==> config.mk <==
export PLATFORM = sky130hd
export DESIGN_NAME = ifetch_unit
export DESIGN_NICKNAME = d
export VERILOG_FILES = /design/src/rtl/cpu_pkg.sv /design/src/rtl/ifetch_fifo.sv /design/src/rtl/ifetch_unit.sv
export SDC_FILE = /design/constraint.sdc
export NUM_CORES = 1
export LEC_CHECK = 0
export BUFFER_PORTS_ARGS = -buffer_cell sky130_fd_sc_hd__buf_4
export CORE_UTILIZATION = 46
export DETAILED_ROUTE_END_ITERATION = 12
export MAX_ROUTING_LAYER = met4
export PLACE_DENSITY = 0.66
export SYNTH_ARGS = -nofsm -noshare
export SYNTH_HDL_FRONTEND = slang
export SYNTH_SLANG_ARGS = --single-unit
==> constraint.sdc <==
create_clock -name clk -period 4.4 [get_ports clk]
set_input_delay 0.22 -clock clk [delete_from_list [all_inputs] [get_ports clk]]
set_output_delay 0.22 -clock clk [all_outputs]
set_load 0.02 [all_outputs]
==> src/rtl/cpu_pkg.sv <==
// Shared CPU definitions: NOP encoding, fetch exception causes, fetch FSM states
// and the layout of a prefetch entry.
package cpu_pkg;

  localparam logic [31:0] NOP_INSTR              = 32'h0000_0013;
  localparam logic [3:0]  EXC_INSTR_MISALIGNED   = 4'd0;
  localparam logic [3:0]  EXC_INSTR_ACCESS_FAULT = 4'd1;

  localparam logic [0:0]  ST_FETCH = 1'b0;
  localparam logic [0:0]  ST_HALT  = 1'b1;

  // Entry is packed MSB-first as {instr[31:0], pc[XLEN-1:0], exc_en, exc_code[3:0], exc_val[XLEN-1:0]}.
  function automatic int fetch_entry_width(input int xlen);
    return 32 + xlen + 1 + 4 + xlen;
  endfunction

endpackage

==> src/rtl/ifetch_fifo.sv <==
// Small synchronous FIFO with flush; the head is read straight from the
// registered storage so consumers never see a combinational path from i_data.
module ifetch_fifo #(
  parameter int               WIDTH     = 8,
  parameter int               DEPTH     = 2,
  parameter logic [WIDTH-1:0] RESET_VAL = '0
) (
  input  logic             clk,
  input  logic             rst_n,
  input  logic             i_flush,
  input  logic             i_push,
  input  logic [WIDTH-1:0] i_data,
  input  logic             i_pop,
  output logic [WIDTH-1:0] o_head,
  output logic             o_full,
  output logic             o_empty
);

  localparam int            AW        = $clog2(DEPTH);
  localparam logic [AW-1:0] PTR_ONE   = AW'(1);
  localparam logic [AW:0]   CNT_ONE   = (AW + 1)'(1);
  localparam logic [AW:0]   CNT_DEPTH = (AW + 1)'(DEPTH);

  logic [WIDTH-1:0] r_mem [DEPTH];
  logic [AW-1:0]    r_rd_ptr;
  logic [AW-1:0]    r_wr_ptr;
  logic [AW:0]      r_count;

  logic w_do_pop;
  logic w_do_push;
  logic w_wr_en;

  assign o_full    = (r_count == CNT_DEPTH);
  assign o_empty   = (r_count == '0);
  assign w_do_pop  = i_pop && !o_empty;
  // A full FIFO still accepts a write when the head leaves in the same cycle.
  assign w_do_push = i_push && (!o_full || w_do_pop);
  assign w_wr_en   = w_do_push && !i_flush;
  assign o_head    = r_mem[r_rd_ptr];

  for (genvar gi = 0; gi < DEPTH; gi++) begin : g_slot
    always_ff @(posedge clk or negedge rst_n) begin
      if (!rst_n) begin
        r_mem[gi] <= RESET_VAL;
      end else if (w_wr_en && (r_wr_ptr == AW'(gi))) begin
        r_mem[gi] <= i_data;
      end
    end
  end

  always_ff @(posedge clk or negedge rst_n) begin
    if (!rst_n) begin
      r_rd_ptr <= '0;
      r_wr_ptr <= '0;
      r_count  <= '0;
    end else if (i_flush) begin
      r_rd_ptr <= '0;
      r_wr_ptr <= '0;
      r_count  <= '0;
    end else begin
      if (w_do_push) r_wr_ptr <= r_wr_ptr + PTR_ONE;
      if (w_do_pop)  r_rd_ptr <= r_rd_ptr + PTR_ONE;
      case ({w_do_push, w_do_pop})
        2'b10:   r_count <= r_count + CNT_ONE;
        2'b01:   r_count <= r_count - CNT_ONE;
        default: r_count <= r_count;
      endcase
    end
  end

endmodule

==> src/rtl/ifetch_unit.sv <==
// Instruction fetch front end: drives the fetch PC to instruction memory, captures
// the same-cycle response (or fault) into a prefetch FIFO and hands it to decode.
module ifetch_unit
  import cpu_pkg::*;
#(
  parameter int              XLEN       = 64,
  parameter logic [XLEN-1:0] RESET_PC   = '0,
  parameter int              FIFO_DEPTH = 2
) (
  input  logic            clk,
  input  logic            rst_n,
  output logic [XLEN-1:0] imem_addr,
  input  logic [31:0]     imem_instr,
  input  logic            imem_exc_en,
  input  logic [3:0]      imem_exc_code,
  input  logic [XLEN-1:0] imem_exc_val,
  input  logic            redirect_valid,
  input  logic [XLEN-1:0] redirect_pc,
  output logic            out_valid,
  input  logic            out_ready,
  output logic [31:0]     out_instr,
  output logic [XLEN-1:0] out_pc,
  output logic            out_exc_en,
  output logic [3:0]      out_exc_code,
  output logic [XLEN-1:0] out_exc_val
);

  localparam int            EW        = fetch_entry_width(XLEN);
  localparam logic [EW-1:0] ENTRY_RST = {NOP_INSTR, {XLEN{1'b0}}, 1'b0, 4'd0, {XLEN{1'b0}}};
  localparam logic [XLEN-1:0] PC_STEP = XLEN'(4);

  logic [XLEN-1:0] r_fetch_pc;
  logic [0:0]      r_state;

  logic [EW-1:0] w_entry;
  logic [EW-1:0] w_head;
  logic          w_full;
  logic          w_empty;
  logic          w_deq;
  logic          w_enq;
  logic          w_misaligned;
  logic          w_halt_after;

  assign imem_addr    = r_fetch_pc;
  assign out_valid    = !w_empty;
  assign w_deq        = !w_empty && out_ready;
  assign w_enq        = (r_state == ST_FETCH) && (!w_full || w_deq);
  assign w_misaligned = |r_fetch_pc[1:0];

  // A misaligned PC is trapped locally, so the memory response is ignored for it.
  always_comb begin
    w_entry      = {imem_instr, r_fetch_pc, 1'b0, 4'd0, {XLEN{1'b0}}};
    w_halt_after = 1'b0;
    if (w_misaligned) begin
      w_entry      = {NOP_INSTR, r_fetch_pc, 1'b1, EXC_INSTR_MISALIGNED, r_fetch_pc};
      w_halt_after = 1'b1;
    end else if (imem_exc_en) begin
      w_entry      = {NOP_INSTR, r_fetch_pc, 1'b1, imem_exc_code, imem_exc_val};
      w_halt_after = 1'b1;
    end
  end

  always_ff @(posedge clk or negedge rst_n) begin
    if (!rst_n) begin
      r_fetch_pc <= RESET_PC;
      r_state    <= ST_FETCH;
    end else if (redirect_valid) begin
      r_fetch_pc <= redirect_pc;
      r_state    <= ST_FETCH;
    end else if (w_enq) begin
      if (w_halt_after) begin
        r_state <= ST_HALT;
      end else begin
        r_fetch_pc <= r_fetch_pc + PC_STEP;
      end
    end
  end

  ifetch_fifo #(
    .WIDTH     (EW),
    .DEPTH     (FIFO_DEPTH),
    .RESET_VAL (ENTRY_RST)
  ) u_fifo (
    .clk     (clk),
    .rst_n   (rst_n),
    .i_flush (redirect_valid),
    .i_push  (w_enq),
    .i_data  (w_entry),
    .i_pop   (out_ready),
    .o_head  (w_head),
    .o_full  (w_full),
    .o_empty (w_empty)
  );

  assign {out_instr, out_pc, out_exc_en, out_exc_code, out_exc_val} = w_head;

endmodule

# Yosys cells after proc, flatten, opt, wreduce, memory -nomap -nowiden

Cells that the tools add are included.

Order comparisons: 1
Bitwise gates (word level): 3
Reductions and logical operators: 19
$add $sub $neg: 5
Equality and inequality tests: 4
Mux-type cells: 19
$mul: 0
Divide/modulo/power cells: 0
Shifts and indexed selects: 0

Operators by type and width:

| kind                  | number |
|---|---|
| $mux 165              | 5 |
| $mux 64               | 3 |
| $add 64x3->64 const B | 1 |
| $mux 1                | 9 |
| $reduce_bool 2->1     | 4 |
| $logic_and 1x1->1     | 6 |
| $eq 2x2->1 const B    | 2 |
| $pmux 2 s2            | 1 |
| $reduce_and 2->1      | 2 |
| $logic_not 1->1       | 3 |
| $reduce_bool 3->1     | 1 |
| $add 1x1->1 const B   | 2 |
| $add 2x1->2 const B   | 1 |
| $eq 2x1->1 const B    | 1 |
| $ge 2x2->1 const B    | 1 |
| $logic_not 2->1       | 1 |
| $mux 2                | 1 |
| $ne 2x2->1 const B    | 1 |
| $not 1->1             | 2 |
| $not 1->2             | 1 |
| $reduce_or 2->1       | 1 |
| $sub 2x1->2 const B   | 1 |
| $logic_or 1x1->1      | 1 |

Flip-flop bits (word level): 399
Input bits: 169
Memories: 0
Word-level logic and storage cells: 58
Memory bits (read-only): 0
Output and inout port bits: 230
Bits in latches: 0
RAM bits: 0

# Longest topological paths before layout

Depth after elaboration: 9
Depth in mapped cells: 8
Mapped depth without buffers: 6

# By module

A second synthesis with hierarchy kept.

Cell total of the unflattened synthesis: 1678
Area total of the unflattened synthesis: 20458.4 um^2

By module, submodules not included:

| module      | times used | area an instance (um^2) | sequential area each (um^2) | cells each |
|---|---|---|---|---|
| ifetch_fifo | 1          | 14935.6                 | 8365.5                      | 905 |
| ifetch_unit | 1          | 5522.8                  | 1626.6                      | 773 |

# Worst setup path after synthesis

Ideal clock, no wire load.

Path type: reg-to-reg
Start point: register r_fetch_pc[3] (netlist: imem_addr[3])
End point: register r_fetch_pc[58] (netlist: imem_addr[58])
Setup slack: 2.351 ns
Library setup time: 0.082 ns
Stages on the path, launching flop included: 9
Buffers on the path: 2
Data required time: 4.318 ns
Data arrival time: 1.967 ns
Period minus slack after synthesis: 2.049 ns
Cells stage by stage: dfrtp_1 -> ha_1 -> and2_1 -> buf_2 -> and3_1 -> nand3_1 -> buf_2 -> or4_1 -> a31oi_1

Longest elaborated chain between the ends: 4

RTL lines:

| item                   | line              | RTL |
|---|---|---|
| start, declared        | ifetch_unit.sv:32 | `logic [XLEN-1:0] r_fetch_pc;` |
| start signal, assigned | ifetch_unit.sv:68 | `r_fetch_pc <= redirect_pc;` |
| start signal, assigned | ifetch_unit.sv:74 | `r_fetch_pc <= r_fetch_pc + PC_STEP;` |
| $add 64x3->64          | ifetch_unit.sv:74 |  |
| $mux 64                | ifetch_unit.sv:71 | `if (w_halt_after) begin` |
| $mux 64                | ifetch_unit.sv:70 | `end else if (w_enq) begin` |
| $mux 64                | ifetch_unit.sv:67 | `end else if (redirect_valid) begin` |

Every way passes these cells. The select of a mux whose other input is x is not followed.
A chain may end at the register's enable or synchronous reset.

# Worst setup path in the final report

Start point: register u_fifo.r_rd_ptr
End point: output out_exc_val[39]

Longest elaborated chain between the ends: 4

RTL lines:

| item                                        | line              | RTL |
|---|---|---|
| start, declared                             | ifetch_fifo.sv:25 | `logic [AW-1:0] r_rd_ptr;` |
| start signal, assigned                      | ifetch_fifo.sv:62 | `if (w_do_pop) r_rd_ptr <= r_rd_ptr + PTR_ONE;` |
| $not 1->2 (implied by the code)             | ifetch_fifo.sv:39 | `assign o_head = r_mem[r_rd_ptr];` |
| $mux 165 (implied by the code) (3 in a row) | ifetch_fifo.sv:39 |  |
| end, declared                               | ifetch_unit.sv:25 | `output logic [XLEN-1:0] out_exc_val` |

Every way passes these cells. The select of a mux whose other input is x is not followed.

==> impl_summary.md <==
Routing
In the routed layout, each cell is associated on average with a via count of between 5 and 6. The number of detailed-route iterations in the first pass is 5. In this run the remaining antenna-violating nets after routing total 0. In the routed design, unresolved DRC markers number 0. The total detailed-routing wirelength is 62,400 um. The detailed-route via count is 16,700. After detailed routing, the average wire length per cell comes to 20.4 um.

The initial DRC count is 1,411.

Clocking
The tree built by TritonCTS fans out to 399 sinks. The TritonCTS clock tree is built. Counting along the longest clock path gives a buffer depth of 3. The H-tree depth reported by CTS is 2.

After clock tree synthesis, the setup repair step added 0 buffers. After clock tree synthesis, the clock-pin slew on the worst setup and hold paths is ~60 ps. The number of gates given a new drive strength after cts is 0. The number of buffers inserted during clock tree synthesis is 45. The clock insertion delay at the later pin of the skew report is about 560 ps. The count of hold buffers inserted by post-cts repair is 104.

The tree is rooted in a sky130_fd_sc_hd__clkbuf_16.

Setup path
The critical path is of the reg -> out type. The endpoint type of the worst setup path is an output port. The length in cells of the worst reg-to-reg path is 6. Of all nets on the critical path, the largest fanout is about 110. The data required time at the worst endpoint is 4180 ps.

The kind of launch point of the worst setup path is a flop. The end of the worst register-to-register path is u_fifo.r_mem[275]. In this run the critical register-to-register path is launched from u_fifo.r_count[1].

STA puts the critical path data arrival time at 2690 ps. The setup check on the worst reg-to-reg path leaves a slack of approximately 1600 ps.

STA
Based on the critical path, the design can be clocked at up to between 300 and 400 MHz. The number of pins with negative max-slew slack in the final report came to 0. The summed negative setup slack over all endpoints is 0 ps. Clock skew on the completed layout was measured at 11.0 ps. Setup violations remaining at the end of the flow were counted as 0. The final clock period utilization by the worst path is between 60% and 70%.

The hold violation count in the final report is 0. Setup repair after global routing left no endpoint under its margin. The worst-margin pin slew is about 1100 ps. The smallest clock period supported by the final layout is computed as 2910 ps. The worst pin sits at a relative slew slack of between 20 and 30%.

Final layout
The proportion of layout cells with a drive suffix above 1 is 26.8%. The number of filler cells placed in the layout is 3,666. The final cell count without fillers is a little over 3,000. From synthesis to final layout, the design area changed by 26.7%. The most common cell after layout, fill and taps aside is sky130_fd_sc_hd__nand2_1.

The library cells used most frequently in the layout, excluding fill and tap cells, are 595 x sky130_fd_sc_hd__nand2_1, 409 x sky130_fd_sc_hd__buf_4, 392 x sky130_fd_sc_hd__dfrtp_1. At the end of the flow, the number of nets in the layout was roughly 2,700.

Synth
Summing the sequential cell areas from Yosys gives about half of the chip area. The Yosys step of the flow raised 0 warnings. In the synthesized netlist the dominant register cell turns out to be sky130_fd_sc_hd__dfrtp_1. The fraction of synthesis flops using an asynchronous set or reset pin is 100%.

The synthesized cell area is slightly below 20,000 um2. By area the synthesized netlist is led by sky130_fd_sc_hd__dfrtp_1 50%, sky130_fd_sc_hd__nand2_1 11%, sky130_fd_sc_hd__mux2_2 9.6%. The top cell type by area accounts for 50.4% of the synthesized area. After technology mapping, the gate count stands at ~2,100. The distinct cell type count of the synthesized netlist is 56. The largest area contributor in the synthesized netlist is sky130_fd_sc_hd__dfrtp_1. Counting every net in the synthesized netlist gives around 2,300. The average instance in the mapped netlist occupies 9.08 um2.

The number of flops mapped to enable cells by yosys is 0. The synthesized design contains approximately 400 register bits.

Placement
The count of input and output buffers is between 300 and 400. The detailed placement HPWL is 41,200 um. The placer's final routability congestion estimate is 0.869. The placed cell count is roughly 2,900.

Floorplanning
The y dimension of the die is between 200 and 250 um. The total die area is roughly 43,000 um2. The initial core utilization is 46.6%. In this run the standard cell core region covers about 42,000 um2.

The die boundary width is between 200 and 250 um. The total I/O pin count is 399. The standard-cell row count is between 70 and 80.

Status
The flow ran to the end, and the final reports show no timing, DRC or antenna violations.

GRT
In the global route stage, overall resource usage came out at between 20 and 30%. The initial antenna violation count is 5. The via count of the first global-routing pass was 16,800. The pin count of the biggest net entering global routing is between 150 and 200. Global routing finished with a remaining overflow of 0. The global-route wire length before repair is between 90,000 and 100,000 um.

Min path
The worst hold path stage count is 4. The kind of path behind the tightest hold check is in -> reg. The startpoint of the worst hold path is imem_exc_val[52]. For hold timing, the worst endpoint is u_fifo.r_mem[217].

Power
The total power per unit cell area is between 400 and 500 nW/um2. The worst ir drop on vdd is 0.000282 V. The leakage component of the power is between 10 and 15 nW.

Run
The count of maximum capacitance violations is 0.
[flip-flops by register name, indices dropped and copies added, names as in the netlist]
name and flops:
u_fifo.r_mem 330, imem_addr 64, u_fifo.r_count 2, r_state 1, u_fifo.r_rd_ptr 1, u_fifo.r_wr_ptr 1
[logic make-up (layout without fill, tap and decap cells)]
group	count (synthesis)	in the layout	share of synthesized area (%)
XOR/XNOR	30	30	1.35
multiplexers	168	168	9.70
flip-flops	399	399	51.3
AO/OA/AOI/OAI	377	377	10.2
buffers and inverters	236	604	6.03
AND/OR/NAND/NOR	935	935	21.4
other	0	5	0
adder cells (fa/ha/maj)	1	1	0.0642
[power by group]
group          switching, mW  internal (mW)  leakage [nW]
Sequential             0.548           4.42          4.93
Combinational           1.75           1.38          6.02
Clock                   1.49           2.10         0.674
Total                   3.79           7.90          11.6
[per-stage QoR]
step                      instance area [um2]  utilization (%)  setup slack, ps  hold WS, ps  power [mW]
after global placement                  22300             53.2             1680          210        7.98
after floorplan                         19500                -             2350        -75.6        6.78
after CTS                               24700             59.0             1500         34.1        11.8
after detailed placement                22300             53.2             1600          220        8.08
after global routing                    24700             59.0             1320         76.8        12.3
final                                   24700             59.0             1490         63.9        11.7
[cells in the mapped netlist (2+ instances only)]
cell	count
sky130_fd_sc_hd__xor2_1	13
sky130_fd_sc_hd__a21oi_1	134
sky130_fd_sc_hd__nand2_1	596
sky130_fd_sc_hd__inv_1	8
sky130_fd_sc_hd__nand3_1	32
sky130_fd_sc_hd__nor4_4	2
sky130_fd_sc_hd__mux2_2	167
sky130_fd_sc_hd__nor2_1	112
sky130_fd_sc_hd__buf_1	13
sky130_fd_sc_hd__o21ai_1	2
sky130_fd_sc_hd__nand4b_1	3
sky130_fd_sc_hd__buf_2	17
sky130_fd_sc_hd__or3_1	14
sky130_fd_sc_hd__and3_1	76
sky130_fd_sc_hd__dfrtp_1	393
sky130_fd_sc_hd__o41ai_1	2
sky130_fd_sc_hd__o31a_1	3
sky130_fd_sc_hd__and4_1	6
sky130_fd_sc_hd__nor4_1	16
sky130_fd_sc_hd__nor3_1	14
sky130_fd_sc_hd__o21ai_0	185
sky130_fd_sc_hd__nand4_1	23
sky130_fd_sc_hd__nand3_2	2
sky130_fd_sc_hd__and2_1	6
sky130_fd_sc_hd__clkbuf_2	2
sky130_fd_sc_hd__or4_1	14
sky130_fd_sc_hd__dfstp_2	6
sky130_fd_sc_hd__nand2b_1	3
sky130_fd_sc_hd__or2_2	3
sky130_fd_sc_hd__a31oi_1	32
sky130_fd_sc_hd__buf_6	2
sky130_fd_sc_hd__o31ai_1	13
sky130_fd_sc_hd__xnor2_1	17
sky130_fd_sc_hd__clkbuf_1	127
sky130_fd_sc_hd__buf_4	67
[cell type report]
type                            instances  area [um2]  area share (%)
Clock buffer                           70        1320            5.34
Clock inverter                          5        50.0           0.203
Antenna cell                            5        12.5          0.0506
Timing Repair Buffer                  521        4270            17.3
Tap cell                              539         674            2.73
Sequential cell                       399       10000            40.5
Multi-Input combinational cell       1511        8360            33.8
Inverter                                8        30.0           0.122
[worst max-delay path, cell delays in order (launching register included)]
cell	delay [ps]
sky130_fd_sc_hd__dfrtp_4	780
sky130_fd_sc_hd__buf_12	460
sky130_fd_sc_hd__mux2_2	440
sky130_fd_sc_hd__buf_4	160
[how the worst max path moves through the flow]
stage                      startpoint                end  cells past startpoint
global placement    u_fifo.r_count[1]  u_fifo.r_mem[270]                      6
detailed placement  u_fifo.r_count[1]  u_fifo.r_mem[275]                      6
CTS                   u_fifo.r_rd_ptr         out_pc[59]                      3
floorplan                imem_addr[3]      imem_addr[58]                      8
finish                u_fifo.r_rd_ptr    out_exc_val[39]                      3
global route        u_fifo.r_count[1]  u_fifo.r_mem[265]                      6
[routing by layer]
layer / vias to the layer above / track usage [%] / share of wire (%)
li1: 7878 / - / -
met1: 8146 / 39.5 / 44
met2: 549 / 44.6 / 46
met3: 137 / 5.73 / 6.7
met4: 0 / 11.5 / 3.4
met5: - / - / 0
(Power assumes the default switching activity.)
